## config.mk

```make
export PLATFORM = sky130hd
export DESIGN_NAME = blake2_digest_streamer
export DESIGN_NICKNAME = d
export VERILOG_FILES = /design/src/rtl/blake2_digest_streamer.sv
export SDC_FILE = /design/constraint.sdc
export NUM_CORES = 1
export LEC_CHECK = 0
export ABC_AREA = 1
export CORE_ASPECT_RATIO = 1.5
export CORE_MARGIN = 4
export CORE_UTILIZATION = 38
export CTS_CLUSTER_SIZE = 40
export DETAILED_ROUTE_END_ITERATION = 6
export PLACE_DENSITY_LB_ADDON = 0.15
export SYNTH_ARGS = -nofsm -noshare
export SYNTH_HDL_FRONTEND = slang
export SYNTH_SLANG_ARGS = --single-unit
```

## constraint.sdc

```tcl
create_clock -name clk -period 2.9 [get_ports clk]
set_input_delay 0.29 -clock clk [delete_from_list [all_inputs] [get_ports clk]]
set_output_delay 0.29 -clock clk [all_outputs]
set_load 0.005 [all_outputs]
```

## src/rtl/blake2_digest_streamer.sv

```systemverilog
// rtl/blake2_digest_streamer.sv - captures a finished Blake2 digest and streams it out BUS_WIDTH bits per beat
// Optional build macro: DIGEST_BYTESWAP_EN (byte-reverse each output word).
module blake2_digest_streamer #(
   parameter int BUS_WIDTH    = 32,
   parameter int DIGEST_WIDTH = 512
) (
   input  logic                    clk,
   input  logic                    reset_n,
   input  logic                    digest_valid,
   input  logic [DIGEST_WIDTH-1:0] digest,
   input  logic [6:0]              out_len,
   output logic [BUS_WIDTH-1:0]    dout,
   output logic                    dout_valid,
   input  logic                    dout_ready,
   output logic                    dout_last,
   output logic                    busy,
   output logic                    overrun
);

   localparam int BB     = BUS_WIDTH / 8;
   localparam int NWORDS = DIGEST_WIDTH / BUS_WIDTH;
   localparam int DBYTES = DIGEST_WIDTH / 8;
   localparam int IDX_W  = (NWORDS > 1) ? $clog2(NWORDS) : 1;

   typedef enum logic [0:0] {IDLE, STREAM} state_t;

   state_t                  state;
   logic [DIGEST_WIDTH-1:0] shadow;
   logic [7:0]              len_q;
   logic [IDX_W-1:0]        idx;
   logic [IDX_W-1:0]        last_idx;
   logic                    dv_q;

   logic                    dv_rise;
   logic [7:0]              len_in;
   logic [IDX_W-1:0]        last_idx_in;
   logic [IDX_W-1:0]        next_idx;

   // Bytes at or beyond the requested length read as zero; ordering within the word is build-selected.
   function automatic logic [BUS_WIDTH-1:0] word_at(input logic [DIGEST_WIDTH-1:0] src,
                                                    input logic [IDX_W-1:0]        w,
                                                    input logic [7:0]              len);
      logic [BUS_WIDTH-1:0] raw;
      logic [BUS_WIDTH-1:0] res;
      raw = src[int'(w)*BUS_WIDTH +: BUS_WIDTH];
      res = '0;
      for (int j = 0; j < BB; j++) begin
         if (int'(w) * BB + j < int'(len)) begin
`ifdef DIGEST_BYTESWAP_EN
            res[(BB-1-j)*8 +: 8] = raw[j*8 +: 8];
`else
            res[j*8 +: 8] = raw[j*8 +: 8];
`endif
         end
      end
      return res;
   endfunction

   always_comb begin
      dv_rise     = digest_valid & ~dv_q;
      len_in      = ((out_len == 7'd0) || ({1'b0, out_len} > 8'(DBYTES))) ? 8'(DBYTES) : {1'b0, out_len};
      last_idx_in = IDX_W'((int'(len_in) - 1) / BB);
      next_idx    = idx + 1'b1;
   end

   always_ff @(posedge clk or negedge reset_n) begin
      if (!reset_n) begin
         state      <= IDLE;
         shadow     <= '0;
         len_q      <= '0;
         idx        <= '0;
         last_idx   <= '0;
         dv_q       <= 1'b0;
         dout       <= '0;
         dout_valid <= 1'b0;
         dout_last  <= 1'b0;
         busy       <= 1'b0;
         overrun    <= 1'b0;
      end else begin
         dv_q <= digest_valid;
         case (state)
            IDLE: begin
               if (dv_rise) begin
                  shadow     <= digest;
                  len_q      <= len_in;
                  last_idx   <= last_idx_in;
                  idx        <= '0;
                  overrun    <= 1'b0;
                  dout       <= word_at(digest, '0, len_in);
                  dout_valid <= 1'b1;
                  dout_last  <= (last_idx_in == '0);
                  busy       <= 1'b1;
                  state      <= STREAM;
               end
            end
            STREAM: begin
               // A digest arriving mid-stream is dropped, only the sticky flag records it.
               if (dv_rise) overrun <= 1'b1;
               if (dout_valid && dout_ready) begin
                  if (dout_last) begin
                     dout_valid <= 1'b0;
                     dout_last  <= 1'b0;
                     busy       <= 1'b0;
                     state      <= IDLE;
                  end else begin
                     idx       <= next_idx;
                     dout      <= word_at(shadow, next_idx, len_q);
                     dout_last <= (next_idx == last_idx);
                  end
               end
            end
            default: state <= IDLE;
         endcase
      end
   end

endmodule
```

# Word level (Yosys, flattened, before mapping)
# Index checks and enable logic that the tools add are counted.
# Widths: inputs -> output; s select.
[word_totals] input_bits=523 ff_bits=565 out_inout_bits=36 elab_cells=77
[op_classes] mux=31 n_lt_le_gt_ge=9 n_shift=1 bitwise=4 eq_ne=6 addsub=6 n_reduce_logical=10
[op_table] op="$shiftx 512x10->32" count=1
[op_table] op="$mux 32" count=3
[op_table] op="$mux 8" count=8
[op_table] op="$pmux 32 s2" count=1
[op_table] op="$lt 7x8->1" count=3
[op_table] op="$add 6x2->7 const B" count=2
[op_table] op="$lt 1x7->1 const A" count=2
[op_table] op="$lt 2x7->1 const A" count=2
[op_table] op="$mux 4" count=3
[op_table] op="$mux 1" count=10
[op_table] op="$lt 6x8->1" count=1
[op_table] op="$pmux 1 s2" count=4
[op_table] op="$pmux 4 s2" count=1
[op_table] op="$sub 7x1->8 const B" count=1
[op_table] op="$add 6x1->7 const B" count=1
[op_table] op="$gt 7x7->1 const B" count=1
[op_table] op="$logic_not 7->1" count=1
[op_table] op="$mux 7" count=1
[op_table] op="$ne 2x2->1 const B" count=3
[op_table] op="$reduce_and 2->1" count=3
[op_table] op="$reduce_and 3->1" count=2
[op_table] op="$add 4x1->4" count=1
[op_table] op="$add 4x1->4 const B" count=1
[op_table] op="$eq 4x4->1" count=1
[op_table] op="7 further kinds" count=10

# Depth between registers and ports, before layout
[logic_depth] depth_word=10 ltp_mapped=14 depth_no_buf=14

# Worst setup path after synthesis
# No wires, ideal clock.
[synth_timing] kind="register -> register" start="register idx[0]" end="register dout[19]" t_arrival_ps=2294 n_path_buf=2 stages_incl_launch_ff=15 setup_slack_ps=540 synth_period_minus_slack_ps=2360 setup_ps=66 required_time_ps=2834 cell_sequence="dfrtp_1 -> buf_4 -> nand3_2 -> xor2_2 -> buf_2 -> ha_1 -> nand3_1 -> nand2_1 -> nor2_1 -> nand2_1 -> nor2_1 -> nand3_1 -> nand2_1 -> nand2_1 -> nand2_1"
[synth_between] elab_chain_cells=7 word_cells_on_any_way=8 cone_classes="2 x add/sub; 1 x order compare; 1 x shift; 4 x mux"
[synth_lines] element="start, declared" line="30" source="logic [IDX_W-1:0] idx;"
[synth_lines] element="start signal, assigned" line="106" source="idx <= next_idx;"
[synth_lines] element="$add 4x1->4 *" line="63" source="next_idx = idx + 1'b1;"
[synth_lines] element="$add 6x2->7" line="48" source="if (int'(w) * BB + j < int'(len)) begin"
[synth_lines] element="$lt 7x8->1" line="48"
[synth_lines] element="$mux 8 *" line="48"
[synth_lines] element="$mux 32 *" line="100" source="if (dout_last) begin"
[synth_lines] element="$mux 32 *" line="99" source="if (dout_valid && dout_ready) begin"
[synth_lines] element="$pmux 32 s2 *" line="81" source="case (state)"
[synth_lines] element="end signal, assigned" line="89" source="dout <= word_at(digest, '0, len_in);"
[synth_lines] element="end signal, assigned" line="107" source="dout <= word_at(shadow, next_idx, len_q);"
[synth_lines] element="end, declared" line="12" source="output logic [BUS_WIDTH-1:0] dout,"
# Every way passes the cells marked *; elsewhere a longest branch is shown, timed or not. The select of a mux whose other input is x is not followed.
# A chain may end at the register's enable or synchronous reset.

# Worst setup path after layout
[layout_timing] start="register idx[0]" end="register dout[2]"
[layout_between] elab_chain_cells=6 word_cells_on_any_way=7 cone_classes="1 x add/sub; 1 x order compare; 1 x shift; 4 x mux"
[layout_lines] element="$add 4x1->4 *" line="63"
[layout_lines] element="$shiftx 512x10->32 / $lt 6x8->1 (equally long branches)" line="45, 48"
[layout_lines] element="$mux 8 *" line="48"
[layout_lines] element="$mux 32 *" line="100"
[layout_lines] element="$mux 32 *" line="99"
[layout_lines] element="$pmux 32 s2 *" line="81"
# Marked as above.

==> flow_summary.json <==
{
  "status": "complete, no violations",
  "worstHoldPathType": "primary input to flop",
  "grt_use_met2_pct": 42.5,
  "viasPerCell": 5.08,
  "finalCritPeriodShare_pct": 85.5,
  "critPathMaxFanout": 51,
  "placed_cells": 4698,
  "grt_pass1_vias": 24300,
  "io_pins": 559,
  "setup_ws_ns": 0.420,
  "cts_buffers": 57,
  "vias": 24400,
  "maxSlewHeadroom_pct": 27.5,
  "fillers": 6746,
  "busiest_layer": "met2",
  "slew_viol_final": 0,
  "grt_usage_pct": 25.8,
  "area_growth_pct": 32.4,
  "mostFrequentLayoutCell": "nand2_1",
  "antenna_found_initial": 18,
  "crit_path_end_kind": "flop",
  "dp_slack_ns": 0.457,
  "drv_cap": 0,
  "numPortBuffers": 558,
  "p_leak_nw": 16.5,
  "met3_usage_pct": 4.72,
  "drtIter0Drc": 2323,
  "nets": 4389,
  "use_met1_pct": 34.8,
  "postLayoutCoreUtil_pct": 50.8,
  "power_mw": 38.5,
  "vdd_ir_drop_max_uv": 900,
  "crit_type": "flop to flop",
  "tightestPinTransition_ns": 1.09,
  "final_cell_mix": "1378 x nand2_1, 563 x dfrtp_1, 557 x clkdlybuf4s50_1",
  "synth-edff-count": 0,
  "critPathRequiredTime_ns": 3.46,
  "drt-total-wl_um": 98300,
  "syn_avg_cell_area_um2": 7.80,
  "syn-cell-area_mm2": 0.0265,
  "synthCells": 3400,
  "gp_congestion": 0.841,
  "clockBufferDepth": 3,
  "cts_root_buffer": "clkbuf_16",
  "ant_nets": 0,
  "setup_viol": 0,
  "drive_gt1_share_pct": 4.69,
  "hold_viol": 0,
  "cp.arrival_ns": 3.04,
  "seq_area_mm2": 0.0141,
  "rsz0062_at_grt": "false",
  "drc_errors": 0,
  "start_util_pct": 38.4,
  "grt_overflow": 0,
  "dp_hpwl_um": 71200,
  "yosysUniqueCellTypes": 36,
  "drtPass1Iterations": 6,
  "cts_tree": "yes",
  "rows": 118,
  "fin_crit_ns": 2.48,
  "dieArea_mm2": 0.0741,
  "synth_warnings": 0,
  "synth_ff_type": "dfrtp_1",
  "ys_ff_latch": 564,
  "startpoint_type": "flop",
  "grt_pass1_wl_um": 149000,
  "fmax_ghz": 0.403,
  "grt_max_degree": 191,
  "async_flop_share_pct": 100,
  "clock_sinks": 564,
  "wl_per_cell_um": 20.4,
  "fp.coreArea_mm2": 0.0691,
  "clk_pin_slew_ns": 0.06,
  "synth_nets": 3931,
  "seq_area_frac_synth_pct": 53.2,
  "p_per_area_mw_per_mm2": 1100,
  "clock_latency_ns": 0.63,
  "tns_ns": 0,
  "final_cells": 4811,
  "die_h_um": 331,
  "die_w_um": 224,
  "fin_skew_ns": 0.0201,
  "htreeDepth": 2,
  "multi_input_area_mm2": 0.0105
}
## power by group
group / internal [mW] / switching (mW) / total (mW)
sequential: 11.7 / 1.98 / 13.7
combinational: 6.28 / 10.7 / 17.0
clock: 4.52 / 3.27 / 7.79
## worst paths after layout
| check | startpoint | endpoint | depth (start not counted) | slack, ns |
|---|---|---|---|---|
| min in group asynchronous | reset_n | shadow[248] | 2 | 0.17 |
| max in group asynchronous | reset_n | shadow[387] | 4 | 1.81 |
| max reg2reg | idx[0] | dout[2] | 10 | 0.42 |
| min | digest_valid | dv_q | 1 | 0.14 |
| min reg2reg | shadow[126] | shadow[126] | 2 | 0.47 |
| max | idx[0] | dout[2] | 10 | 0.42 |
## synthesized netlist by cell type (3+ instances only)
library cell  count  share of area [%]
ha_1              8               0.38
inv_2             6              0.085
o221ai_1         15               0.50
a31oi_1          24               0.57
nand3_1         102                1.9
o21ai_0         372                7.0
buf_4            10               0.28
o211ai_1         65                1.8
clkbuf_1        105                1.5
o21a_1            3              0.085
dfrtp_1         564                 53
a21oi_1         218                4.1
nor2_1          133                1.9
buf_2           107                2.0
o21ai_1           8               0.15
xnor2_1           3              0.099
a22oi_1          21               0.59
nand2_1        1378                 20
buf_6             6               0.25
inv_1           230                3.3
## cell families after synthesis
logic type	after synthesis	synth area share, %
xor+xnor	7	0.288
compound gates	733	15.1
simple gates	1620	23.5
fa+ha+maj	8	0.378
flops	564	53.2
buf+inv	467	7.44
other cells	1	0.0141
## registers in the layout (all words and copies together) (netlist names)
signal	count
busy	1
dout	32
idx	4
overrun	1
shadow	512
dv_q	1
len_q	7
state	1
dout_last	1
last_idx	4
## critical path, cell delays in order (launching register included)
cell and delay (ns):
dfrtp_4 0.56, ha_4 0.35, buf_4 0.49, a21oi_1 0.09, a22oi_1 0.20, nand2_1 0.19
o211ai_1 0.19, nand3_1 0.12, nand2_1 0.08, nand2_1 0.04, nand2_1 0.06
## per-stage QoR
step	hold slack, ns	instance area [µm²]
after floorplan	-0.00559	26500
after global placement	0.238	33100
after detailed placement	0.234	33100
after CTS	0.103	35100
after global routing	0.128	35100
final	0.138	35100
## per-layer routing
metal	wire, µm	vias up
met4	2590	6
met5	28	-
met3	6470	121
met1	42200	11700
met2	47000	855
li1	-	11800
## timing repair
item | in CTS | in global routing
endpoints found under the hold margin | 134 | 0
setup buffers | 0 | 0
hold buffers | 1 | 0
gates resized for setup | 0 | 0
## layout make-up
class	instances	area share, %
sequential	564	40.2
multi-input combinational	2369	29.8
timing repair buffer	629	18.6
clock buffer	75	4.61
tap	900	3.21
inverter	237	2.59
clock inverter	26	0.906
antenna	11	0.0785
Note: power is estimated with default switching activity, not from simulation.
